`src/rtl/key_event_encoder.sv`:
```
// Turns the debounced 16-bit key level vector into discrete key events.
// A key press produces {code, repeat=0}. Holding the key produces auto-repeat events.
// Chords of two or more keys are suppressed until every key is released.
// Events pass through a small first-word-fall-through queue with a valid/ready handshake.
// FIFO_DEPTH must be a power of two and at least 2, because the pointers wrap naturally.
module key_event_encoder #(
  parameter int unsigned CLK_HZ          = 50000000,
  parameter int unsigned REPEAT_DELAY_MS = 500,
  parameter int unsigned REPEAT_RATE_MS  = 100,
  parameter int unsigned FIFO_DEPTH      = 4
) (
  input  logic        clk,
  input  logic        RSTn,
  input  logic [15:0] key_deb,
  input  logic        ev_ready,
  output logic        ev_valid,
  output logic [3:0]  ev_code,
  output logic        ev_repeat,
  output logic        multi_key,
  output logic        overflow
);

  // Cycle counts are computed in 64 bits because ms * Hz overflows 32 bits at board rates.
  localparam longint unsigned DelayRaw = (64'(REPEAT_DELAY_MS) * 64'(CLK_HZ)) / 64'd1000;
  localparam longint unsigned RateRaw  = (64'(REPEAT_RATE_MS) * 64'(CLK_HZ)) / 64'd1000;
  localparam longint unsigned DelayCyc = (DelayRaw == 0) ? 64'd1 : DelayRaw;
  localparam longint unsigned RateCyc  = (RateRaw == 0) ? 64'd1 : RateRaw;
  localparam longint unsigned MaxCyc   = (DelayCyc > RateCyc) ? DelayCyc : RateCyc;
  localparam int unsigned     CntW     = $clog2(MaxCyc) + 1;

  // The counter runs down to zero, so load N-1 to fire N cycles after the load.
  localparam logic [CntW-1:0] DelayLoad = CntW'(DelayCyc - 64'd1);
  localparam logic [CntW-1:0] RateLoad  = CntW'(RateCyc - 64'd1);

  localparam int unsigned AW = $clog2(FIFO_DEPTH);
  localparam int unsigned CW = AW + 1;

  typedef enum logic [1:0] {StIdle, StHold, StRepeat, StMulti} state_e;

  // Input stage
  logic [15:0] key_q;
  logic        key_none;
  logic        key_one;
  logic        key_many;
  logic [3:0]  key_idx;

  // FSM
  state_e          state_q, state_d;
  logic [3:0]      code_q, code_d;
  logic [CntW-1:0] cnt_q, cnt_d;
  logic            multi_key_q;
  logic            push;
  logic [3:0]      push_code;
  logic            push_rep;

  // FIFO
  logic [4:0]    mem_q [FIFO_DEPTH];
  logic [AW-1:0] wr_ptr_q, rd_ptr_q, rd_ptr_next;
  logic [CW-1:0] count_q, count_d;
  logic [4:0]    head_q, head_d;
  logic [4:0]    push_entry;
  logic          overflow_q;
  logic          fifo_empty;
  logic          fifo_full;
  logic          pop;
  logic          push_ok;
  logic          drop;

  // Register the debounced key vector; all classification works on this copy.
  always_ff @(posedge clk or negedge RSTn) begin
    if (!RSTn) begin
      key_q <= '0;
    end else begin
      key_q <= key_deb;
    end
  end

  // Classify the key vector as none / exactly one / several keys held, and find the key index.
  always_comb begin
    key_none = (key_q == 16'd0);
    key_one  = !key_none && ((key_q & (key_q - 16'd1)) == 16'd0);
    key_many = !key_none && !key_one;
    key_idx  = 4'd0;
    for (int i = 0; i < 16; i++) begin
      if (key_q[i]) begin
        key_idx = 4'(i);
      end
    end
  end

  // Decide the next press / repeat / chord state and whether an event is pushed this cycle.
  always_comb begin
    state_d   = state_q;
    code_d    = code_q;
    cnt_d     = cnt_q;
    push      = 1'b0;
    push_code = key_idx;
    push_rep  = 1'b0;
    unique case (state_q)
      StIdle: begin
        if (key_one) begin
          push    = 1'b1;
          code_d  = key_idx;
          cnt_d   = DelayLoad;
          state_d = StHold;
        end else if (key_many) begin
          state_d = StMulti;
        end
      end
      StHold, StRepeat: begin
        if (key_none) begin
          state_d = StIdle;
        end else if (key_many) begin
          state_d = StMulti;
        end else if (key_idx != code_q) begin
          // Roll-over to another key: new press, and the repeat delay starts again.
          push    = 1'b1;
          code_d  = key_idx;
          cnt_d   = DelayLoad;
          state_d = StHold;
        end else if (cnt_q == '0) begin
          push      = 1'b1;
          push_code = code_q;
          push_rep  = 1'b1;
          cnt_d     = RateLoad;
          state_d   = StRepeat;
        end else begin
          cnt_d = cnt_q - 1'b1;
        end
      end
      StMulti: begin
        // Keys left over after a chord are ignored until everything is released.
        if (key_none) begin
          state_d = StIdle;
        end
      end
      default: state_d = StIdle;
    endcase
  end

  // Register the FSM state, the latched key code, the hold counter and the chord flag.
  always_ff @(posedge clk or negedge RSTn) begin
    if (!RSTn) begin
      state_q     <= StIdle;
      code_q      <= '0;
      cnt_q       <= '0;
      multi_key_q <= 1'b0;
    end else begin
      state_q     <= state_d;
      code_q      <= code_d;
      cnt_q       <= cnt_d;
      multi_key_q <= (state_d == StMulti);
    end
  end

  // Work out the queue handshake, the occupancy and the next head entry.
  always_comb begin
    push_entry  = {push_code, push_rep};
    fifo_empty  = (count_q == '0);
    fifo_full   = (count_q == CW'(FIFO_DEPTH));
    pop         = !fifo_empty && ev_ready;
    push_ok     = push && (!fifo_full || pop);
    drop        = push && fifo_full && !pop;
    rd_ptr_next = rd_ptr_q + 1'b1;

    count_d = count_q;
    if (push_ok && !pop) begin
      count_d = count_q + 1'b1;
    end else if (!push_ok && pop) begin
      count_d = count_q - 1'b1;
    end

    // The head register holds its last value when the queue drains.
    head_d = head_q;
    if (push_ok && (fifo_empty || (pop && count_q == CW'(1)))) begin
      head_d = push_entry;
    end else if (pop && count_q > CW'(1)) begin
      head_d = mem_q[rd_ptr_next];
    end
  end

  // Queue storage; the head register and the occupancy count track which entries are valid.
  always_ff @(posedge clk) begin
    if (push_ok) begin
      mem_q[wr_ptr_q] <= push_entry;
    end
  end

  // Register the queue pointers, the occupancy, the presented head and the overflow pulse.
  always_ff @(posedge clk or negedge RSTn) begin
    if (!RSTn) begin
      wr_ptr_q   <= '0;
      rd_ptr_q   <= '0;
      count_q    <= '0;
      head_q     <= '0;
      overflow_q <= 1'b0;
    end else begin
      if (push_ok) begin
        wr_ptr_q <= wr_ptr_q + 1'b1;
      end
      if (pop) begin
        rd_ptr_q <= rd_ptr_next;
      end
      count_q    <= count_d;
      head_q     <= head_d;
      overflow_q <= drop;
    end
  end

  // Drive the outputs straight from registers.
  always_comb begin
    ev_valid  = (count_q != '0);
    ev_code   = head_q[4:1];
    ev_repeat = head_q[0];
    multi_key = multi_key_q;
    overflow  = overflow_q;
  end

endmodule
```
`config.mk`:
```
export PLATFORM = sky130hd
export DESIGN_NAME = key_event_encoder
export DESIGN_NICKNAME = d
export VERILOG_FILES = /design/src/rtl/key_event_encoder.sv
export SDC_FILE = /design/constraint.sdc
export NUM_CORES = 1
export LEC_CHECK = 0
export CAP_MARGIN = 10
export CORE_MARGIN = 2
export CORE_UTILIZATION = 48
export CTS_CLUSTER_DIAMETER = 80
export DETAILED_ROUTE_END_ITERATION = 10
export PLACE_DENSITY = 0.65
export SYNTH_ARGS = -nofsm -noshare
export SYNTH_HDL_FRONTEND = slang
export SYNTH_SLANG_ARGS = --single-unit
```
`constraint.sdc`:
```
create_clock -name clk -period 3.9 [get_ports clk]
set_clock_uncertainty 0.05 [all_clocks]
set_input_delay 1.17 -clock clk [delete_from_list [all_inputs] [get_ports clk]]
set_output_delay 1.17 -clock clk [all_outputs]
set_load 0.02 [all_outputs]
```
==> results.sh, run 1 <==
export IMPL_clock_root_buffer="clkbuf_8"
export IMPL_critPathKind="flop to flop"
export IMPL_end_kind="flop"
export IMPL_cts_sinks=82
export IMPL_final_cell_mix="dfrtp_1, nor2_1, nand2_1, inv_1, clkdlybuf4s50_1"
export IMPL_period_share_pct=88.9
export IMPL_clockBufferDepth=2
export IMPL_antenna_found_initial=0
export IMPL_synthesis_instances=432
export IMPL_drtPass1Iterations=5
export IMPL_die_w_um=99.6
export IMPL_cp_top_family="compound AO/OA/AOI/OAI gates"
export IMPL_core_sq_um=8810
export IMPL_via_count=3335
export IMPL_setup_ws_ns=0.433
export IMPL_ys_warn_count=0
export IMPL_fin_crit_ns=3.47
export IMPL_drtAntennaViolNets=0
export IMPL_htree_levels=3
export IMPL_numCtsBuffers=9
export IMPL_row_count=34
export IMPL_whs_ns=0.479
export IMPL_gp_congestion=0.810
export IMPL_tightest_slew_ns=0.778
export IMPL_final_setup_tns_ns=0
export IMPL_slowest_stage="a2111oi_0"
export IMPL_drtIter0Drc=165
export IMPL_synth_edf_count=20
export IMPL_combPwrFrac_pct=30.4
export IMPL_syn_avg_cell_area_sq_um=10.2
export IMPL_grt_setup_unrepaired="no"
export IMPL_cts_setup_buffers=0
export IMPL_power_leakage_nw=1.91
export IMPL_dp_cells=556
export IMPL_io_pins=27
export IMPL_synth_ff_type="dfrtp_1"
export IMPL_cp_data_required_time_ns=4.10
export IMPL_ys_seq_area_share_pct=49.0
export IMPL_netlist_area_sq_um=4390
export IMPL_final_common_cell="dfrtp_1"
export IMPL_syn_num_nets=463
export IMPL_status="completed"
export IMPL_p_total_mw=2.52
export IMPL_drive_above_1_share_pct=9.70
export IMPL_p_int_mw=1.63
export IMPL_slew_headroom_pct=47.7
export IMPL_clkPwrFrac_pct=27.6
export IMPL_max_vdd_ir_drop_v=0.000200
export IMPL_drc=0
export IMPL_cp_arrival_ns=3.67
export IMPL_cts_tree="yes"
export IMPL_yosysUniqueCellTypes=69
export IMPL_seq_power_share_pct=42.1
export IMPL_wl_per_cell_um=16.3
export IMPL_hold_buffers=0
export IMPL_final_nets=490
export IMPL_antenna_cells=0
export IMPL_power_density_nw_per_um2=504
export IMPL_async_flop_share_pct=75.6
export IMPL_vias_per_cell=5.83
export IMPL_port_buffers=26
export IMPL_dp_slack_ns=0.483
export IMPL_instances_no_fill=572
export IMPL_grt_first_pass_wirelength_um=15900
export IMPL_clk_pin_slew_ns=0.09
export IMPL_crit_fanout=11
export IMPL_start_util_pct=49.8
export IMPL_cp_cell_sequence="or4_1 > a2111oi_0 > a22oi_1 > o211ai_2 > a31oi_2 > o21ai_2 > inv_1 > ha_1 > mux2i_1 > nor2_1 > xor2_1"
export IMPL_clkLatencyLatePin_ns=0.36
export IMPL_die_h_um=99.6
export IMPL_fmax_mhz=288
export IMPL_ys_ff_latch=82
export IMPL_swShare_pct=35.2
export IMPL_critical_path_startpoint_type="flop"
export IMPL_worst_path_buf_inv=1
export IMPL_area_delta_synth_final_pct=13.7
export IMPL_grt_start_max_net_pins=38
export IMPL_max_stage_delay_ns=0.62
export IMPL_hold_violations=0
export IMPL_dp_hpwl_um=6840
export IMPL_grt_usage_pct=20.3
export IMPL_routed_wl_um=9300
export IMPL_p_sw_mw=0.886
export IMPL_setup_violations=0
export IMPL_first_global_vias=3281
export IMPL_hp_class="flop to flop"
export IMPL_cts_resized=0
export IMPL_report_final_slew_viol_count=0
export IMPL_overflow=0
export IMPL_cap_violations=0
export IMPL_die_area_sq_um=9920
-- kinds of logic (layout without fill, tap and decap cells) --
kind of cell	count (synthesis)	count (layout)	share of synthesized area, %
AOI/OAI and AO/OA	96	96	16.2
buffers and inverters	42	74	3.96
muxes	11	11	4.02
xor gates and xnor gates	8	8	1.60
adders and majority gates	12	12	3.42
DFF	82	82	49.0
and+or+nand+nor	181	181	21.7
-- flip-flops by register name, summed over array words and instances, names as in the netlist --
| signal | cells |
|---|---|
| cnt_q | 26 |
| mem_q | 20 |
| key_q | 16 |
| head_q | 5 |
| code_q | 4 |
| count_q | 3 |
| rd_ptr_q | 2 |
| state_q | 2 |
| wr_ptr_q | 2 |
| multi_key | 1 |
| overflow | 1 |
-- path summary, 6_finish.rpt --
path / to / cells past startpoint / slack (ns) / startpoint
worst max-delay path: count_q[2]$_DFFE_PN0P_ / 11 / 0.43 / key_q[11]$_DFF_PN0_
worst min-delay path: cnt_q[0]$_DFFE_PN0P_ / 1 / 0.48 / cnt_q[0]$_DFFE_PN0P_
worst max register to register: count_q[2]$_DFFE_PN0P_ / 11 / 0.43 / key_q[11]$_DFF_PN0_
worst min register to register: cnt_q[0]$_DFFE_PN0P_ / 1 / 0.48 / cnt_q[0]$_DFFE_PN0P_
max in group asynchronous: key_q[3]$_DFF_PN0_ / 2 / 2.63 / RSTn
min in group asynchronous: count_q[0]$_DFFE_PN0P_ / 1 / 0.52 / RSTn
-- per-layer routing --
metal,wire [um],track usage [%],vias to the layer above
met4,131,8.54,0
met5,0,0,-
met2,4180,30.0,62
met3,342,3.58,11
li1,-,-,1656
met1,4640,29.6,1606
-- Yosys cell counts, types with 6 or more instances --
master / count / share of area [%]
inv_1: 25 / 2.1
a21o_1: 7 / 1.2
nand3_1: 7 / 0.80
o31ai_1: 7 / 1.2
buf_2: 7 / 0.80
nor4_1: 12 / 1.7
or4_1: 6 / 1.0
o21ai_0: 12 / 1.4
nor3_1: 22 / 2.5
dfrtp_1: 62 / 35
ha_1: 12 / 3.4
edfxtp_1: 20 / 14
clkbuf_1: 9 / 0.77
nand2b_1: 9 / 1.3
nand2_1: 26 / 2.2
nor2_1: 54 / 4.6
a21oi_1: 19 / 2.2
or3_1: 16 / 2.3
-- metrics by stage --
step / cell area [sq um] / util, %
after floorplan: 4390 / -
after global placement: 4760 / 54.1
after detailed placement: 4760 / 54.1
after CTS: 4990 / 56.6
after global routing: 4990 / 56.6
final: 4990 / 56.6
-- cell type report --
cell class                 count  area (sq um)
timing repair buffer          33           308
fill                         740          3820
sequential                    82          2150
clock buffer                  10           149
multi-input combinational    308          2070
tap                          108           135
clock inverter                 6          77.6
inverter                      25          93.8
-- power by group through the flow --
stage	Sequential [mW]	Clock [mW]	Combinational, mW
after floorplan	1.06	0	0.539
after global placement	1.07	0	0.744
after detailed placement	1.08	0	0.761
after CTS	1.06	0.713	0.765
after global routing	1.07	0.751	0.849
final	1.06	0.694	0.764
Note: power is estimated with default switching activity, not from simulation.
==> run 2, diff against run 1 <==
Settings changed: SKIP_CTS_REPAIR_TIMING set to 1.
Clock period 3.9 ns to 4.05 ns, I/O delays scaled along.
==> results.sh, run 2 (synthesized netlist as in run 1, its figures left out) <==
export IMPL_die_w_um=99.6
export IMPL_largest_reg_flops=26
export IMPL_cap_violations=0
export IMPL_row_count=34
export IMPL_drtAntennaViolNets=0
export IMPL_htree_levels=3
export IMPL_grt_setup_unrepaired="no"
export IMPL_final_nets=489
export IMPL_die_area_sq_um=9920
export IMPL_power_leakage_nw=1.89
export IMPL_start_util_pct=49.8
export IMPL_final_common_cell="dfrtp_1"
export IMPL_hp_class="flop to flop"
export IMPL_io_pins=27
export IMPL_antenna_found_initial=0
export IMPL_critical_path_startpoint_type="flop"
export IMPL_gp_congestion=0.868
export IMPL_final_setup_tns_ns=0
export IMPL_largest_register="cnt_q"
export IMPL_grt_usage_pct=21.1
export IMPL_grt_first_pass_wirelength_um=16400
export IMPL_max_vdd_ir_drop_v=0.000229
export IMPL_drtPass1Iterations=6
export IMPL_cp_data_required_time_ns=4.27
export IMPL_crit_fanout=11
export IMPL_overflow=0
export IMPL_fmax_mhz=281
export IMPL_setup_violations=0
export IMPL_fin_util_pct=56.2
export IMPL_largest_registers="cnt_q (26), mem_q (20), key_q (16)"
export IMPL_drtIter0Drc=214
export IMPL_wl_per_cell_um=16.5
export IMPL_first_global_vias=3344
export IMPL_clkLatencyLatePin_ns=0.36
export IMPL_grt_start_max_net_pins=41
export IMPL_final_cell_mix="dfrtp_1, nor2_1, nand2_1, inv_1, clkdlybuf4s50_1"
export IMPL_core_sq_um=8810
export IMPL_vias_per_cell=5.96
export IMPL_area_delta_synth_final_pct=12.8
export IMPL_clk_pin_slew_ns=0.08
export IMPL_clock_root_buffer="clkbuf_8"
export IMPL_critPathKind="flop to flop"
export IMPL_drive_above_1_share_pct=9.29
export IMPL_numCtsBuffers=9
export IMPL_hold_violations=0
export IMPL_slew_headroom_pct=47.4
export IMPL_via_count=3404
export IMPL_cts_tree="yes"
export IMPL_cts_sinks=82
export IMPL_dp_hpwl_um=7020
export IMPL_report_final_slew_viol_count=0
export IMPL_drc=0
export IMPL_routed_wl_um=9410
export IMPL_fin_crit_ns=3.56
export IMPL_end_kind="flop"
export IMPL_period_share_pct=87.8
export IMPL_power_density_nw_per_um2=471
export IMPL_clockBufferDepth=2
export IMPL_cp_arrival_ns=3.78
export IMPL_antenna_cells=0
export IMPL_port_buffers=26
export IMPL_setup_ws_ns=0.493
export IMPL_tightest_slew_ns=0.769
export IMPL_die_h_um=99.6
export IMPL_status="completed"
export IMPL_dp_slack_ns=0.574
## run 2: layout make-up
type                    count  area, sq um
well taps                 108          135
flip-flops and latches     82         2150
clock inverters             7         70.1
multi-input cells         308         2070
clock buffers               9          124
repair buffers             32          300
inverters                  25         93.8
fillers                   785         3860
## run 2: worst paths after layout
kind,slack [ns],cells after the start,startpoint,endpoint
setup / recovery,0.49,10,key_q[11]$_DFF_PN0_,count_q[2]$_DFFE_PN0P_
hold / removal,0.47,1,cnt_q[0]$_DFFE_PN0P_,cnt_q[0]$_DFFE_PN0P_
setup reg to reg,0.49,10,key_q[11]$_DFF_PN0_,count_q[2]$_DFFE_PN0P_
hold reg to reg,0.47,1,cnt_q[0]$_DFFE_PN0P_,cnt_q[0]$_DFFE_PN0P_
max in group asynchronous,2.23,2,RSTn,cnt_q[18]$_DFFE_PN0P_
min in group asynchronous,0.79,1,RSTn,rd_ptr_q[0]$_DFFE_PN0P_
## run 2: critical path, cell delays in order (launching register included)
cell and delay, ns:
dfrtp_1 0.48, or4_1 0.57, a2111oi_0 0.69, a22oi_1 0.23
o211ai_2 0.20, a31oi_2 0.20, o21ai_2 0.34, inv_1 0.08
ha_1 0.34, nor2_1 0.14, xor2_1 0.15
## run 2: where the power goes
group,switching [mW],total [mW],leakage [nW],internal [mW]
sequential,0.0965,1.02,0.883,0.921
clock,0.299,0.583,0.101,0.284
combinational,0.421,0.731,0.907,0.310
total,0.817,2.33,1.89,1.52
## run 2: metrics by stage
stage          cell area (sq um)  std cells  total power, mW  hold slack (ns)
6_report                    4950        571             2.33            0.473
5_1_grt                     4950        571             2.49            0.511
4_1_cts                     4950        571             2.36            0.473
3_5_place_dp                4750        555             1.77            0.463
3_3_place_gp                4750        555             1.76            0.456
2_1_floorplan               4390        432             1.54            0.425
## run 2: routing by layer
| layer | global-route usage [%] | wire, um |
|---|---|---|
| met3 | 5.27 | 462 |
| met1 | 30.4 | 4540 |
| met4 | 5.48 | 200 |
| met5 | 0 | 0 |
| met2 | 32.0 | 4210 |
==> run 3, diff against run 2 <==
Settings changed: MAX_ROUTING_LAYER set to met4.
==> results.sh, run 3 (synthesized netlist as in run 1, its figures left out) <==
export IMPL_cp_cell_sequence="or4_1 > a2111oi_0 > a22oi_1 > o211ai_2 > a31oi_2 > o21ai_2 > inv_1 > ha_1 > nor2_1 > xor2_1"
export IMPL_cp_arrival_ns=3.79
export IMPL_vias_per_cell=5.99
export IMPL_reg2reg_depth=10
export IMPL_grt_util_met2_pct=32.1
export IMPL_row_count=34
export IMPL_clkPwrFrac_pct=24.9
export IMPL_overflow=0
export IMPL_setup_violations=0
export IMPL_critPathKind="flop to flop"
export IMPL_p_sw_mw=0.816
export IMPL_hp_start="cnt_q[0]$_DFFE_PN0P_"
export IMPL_first_global_vias=3349
export IMPL_status="completed"
export IMPL_combPwrFrac_pct=31.5
export IMPL_slew_headroom_pct=46.9
export IMPL_die_h_um=99.6
export IMPL_fin_crit_ns=3.57
export IMPL_core_sq_um=8810
export IMPL_fmax_mhz=280
export IMPL_cts_sinks=82
export IMPL_numCtsBuffers=9
export IMPL_timing_rr_end="count_q[2]$_DFFE_PN0P_"
export IMPL_port_buffers=26
export IMPL_power_leakage_nw=1.89
export IMPL_htree_levels=3
export IMPL_hold_end="cnt_q[0]$_DFFE_PN0P_"
export IMPL_antenna_found_initial=0
export IMPL_tightest_slew_ns=0.776
export IMPL_crit_fanout=11
export IMPL_grt_setup_unrepaired="no"
export IMPL_r2r_start="key_q[11]$_DFF_PN0_"
export IMPL_cap_violations=0
export IMPL_antenna_cells=0
export IMPL_final_setup_tns_ns=0
export IMPL_largest_registers="cnt_q (26), mem_q (20), key_q (16)"
export IMPL_seq_power_share_pct=43.7
export IMPL_wl_per_cell_um=16.4
export IMPL_grt_start_max_net_pins=41
export IMPL_final_common_cell="dfrtp_1"
export IMPL_period_share_pct=88.2
export IMPL_max_vdd_ir_drop_v=0.000229
export IMPL_clk_pin_slew_ns=0.08
export IMPL_dp_slack_ns=0.574
export IMPL_multi_input_area_sq_um=2070
export IMPL_drtAntennaViolNets=0
export IMPL_hp_class="flop to flop"
export IMPL_drc=0
export IMPL_drive_above_1_share_pct=9.29
export IMPL_final_nets=489
export IMPL_final_cell_mix="dfrtp_1, nor2_1, nand2_1, inv_1, clkdlybuf4s50_1"
export IMPL_setup_ws_ns=0.477
export IMPL_clockBufferDepth=2
export IMPL_max_stage_delay_ns=0.70
export IMPL_r2r_slack_ns=0.48
export IMPL_clkLatencyLatePin_ns=0.36
export IMPL_clock_root_buffer="clkbuf_8"
export IMPL_grt_usage_pct=21.7
export IMPL_seq_area_sq_um=2150
export IMPL_critical_path_startpoint_type="flop"
export IMPL_start_util_pct=49.8
export IMPL_io_pins=27
export IMPL_hold_violations=0
export IMPL_routed_wl_um=9350
export IMPL_cp_top_family="compound AO/OA/AOI/OAI gates"
export IMPL_globalRouteMet1Util_pct=30.6
export IMPL_drtPass1Iterations=5
export IMPL_area_delta_synth_final_pct=12.8
export IMPL_fillers=785
export IMPL_gp_congestion=0.882
export IMPL_whs_ns=0.474
export IMPL_worst_path_buf_inv=1
export IMPL_slowest_stage="a2111oi_0"
export IMPL_dp_hpwl_um=7020
export IMPL_swShare_pct=35.0
export IMPL_die_w_um=99.6
export IMPL_grtUsageMet3_pct=4.22
export IMPL_grt_first_pass_wirelength_um=16400
export IMPL_power_density_nw_per_um2=471
export IMPL_end_kind="flop"
export IMPL_p_int_mw=1.52
export IMPL_report_final_slew_viol_count=0
export IMPL_drtIter0Drc=203
export IMPL_holdPathStages=1
export IMPL_cts_tree="yes"
export IMPL_largest_reg_flops=26
export IMPL_cp_data_required_time_ns=4.27
export IMPL_largest_register="cnt_q"
export IMPL_via_count=3420
export IMPL_p_total_mw=2.33
export IMPL_top_usage_layer="met2"
export IMPL_die_area_sq_um=9920
## run 3: area by class of cell
| class | count | share of cell area, % |
|---|---|---|
| Clock buffer | 9 | 2.50 |
| Tap cell | 108 | 2.73 |
| Inverter | 25 | 1.90 |
| Timing Repair Buffer | 32 | 6.07 |
| Clock inverter | 7 | 1.42 |
| Sequential cell | 82 | 43.5 |
| Multi-Input combinational cell | 308 | 41.9 |
## run 3: power groups by stage
stage	Combinational, mW	Sequential (mW)	Clock, mW
2_1_floorplan	0.519	1.02	0
3_3_place_gp	0.727	1.03	0
3_5_place_dp	0.734	1.04	0
4_1_cts	0.738	1.02	0.598
5_1_grt	0.820	1.03	0.631
6_report	0.734	1.02	0.580
## run 3: through the flow
step           area (sq um)  util [%]  std cells
6_report               4950      56.2        571
5_1_grt                4950      56.2        571
4_1_cts                4950      56.2        571
3_5_place_dp           4750      54.0        555
3_3_place_gp           4750      54.0        555
2_1_floorplan          4390         -        432
## run 3: worst register-to-register path: cells and delay by family (launching register included)
family | cells | cell delay [ns]
buffers and inverters | 1 | 0.08
DFF | 1 | 0.48
adders and majority gates | 1 | 0.34
and+or+nand+nor | 2 | 0.71
AOI/OAI and AO/OA | 5 | 1.70
xor gates and xnor gates | 1 | 0.15
## run 3: per-layer routing
| metal | part of all wire [%] | up-vias |
|---|---|---|
| li1 | - | 1647 |
| met1 | 47 | 1661 |
| met2 | 46 | 97 |
| met3 | 5.0 | 15 |
| met4 | 1.8 | 0 |
| met5 | 0 | - |
## run 3: how the worst max path moves through the flow
| stage | slack (ns) | cells past startpoint | start | end |
|---|---|---|---|---|
| after floorplan | 0.89 | 12 | key_q[8]$_DFF_PN0_ | count_q[2]$_DFFE_PN0P_ |
| after global routing | 0.31 | 10 | key_q[11]$_DFF_PN0_ | count_q[2]$_DFFE_PN0P_ |
| after global placement | 0.69 | 10 | key_q[8]$_DFF_PN0_ | count_q[2]$_DFFE_PN0P_ |
| after CTS | 0.54 | 10 | key_q[11]$_DFF_PN0_ | count_q[2]$_DFFE_PN0P_ |
| after detailed placement | 0.57 | 10 | key_q[11]$_DFF_PN0_ | count_q[2]$_DFFE_PN0P_ |
| final | 0.48 | 10 | key_q[11]$_DFF_PN0_ | count_q[2]$_DFFE_PN0P_ |
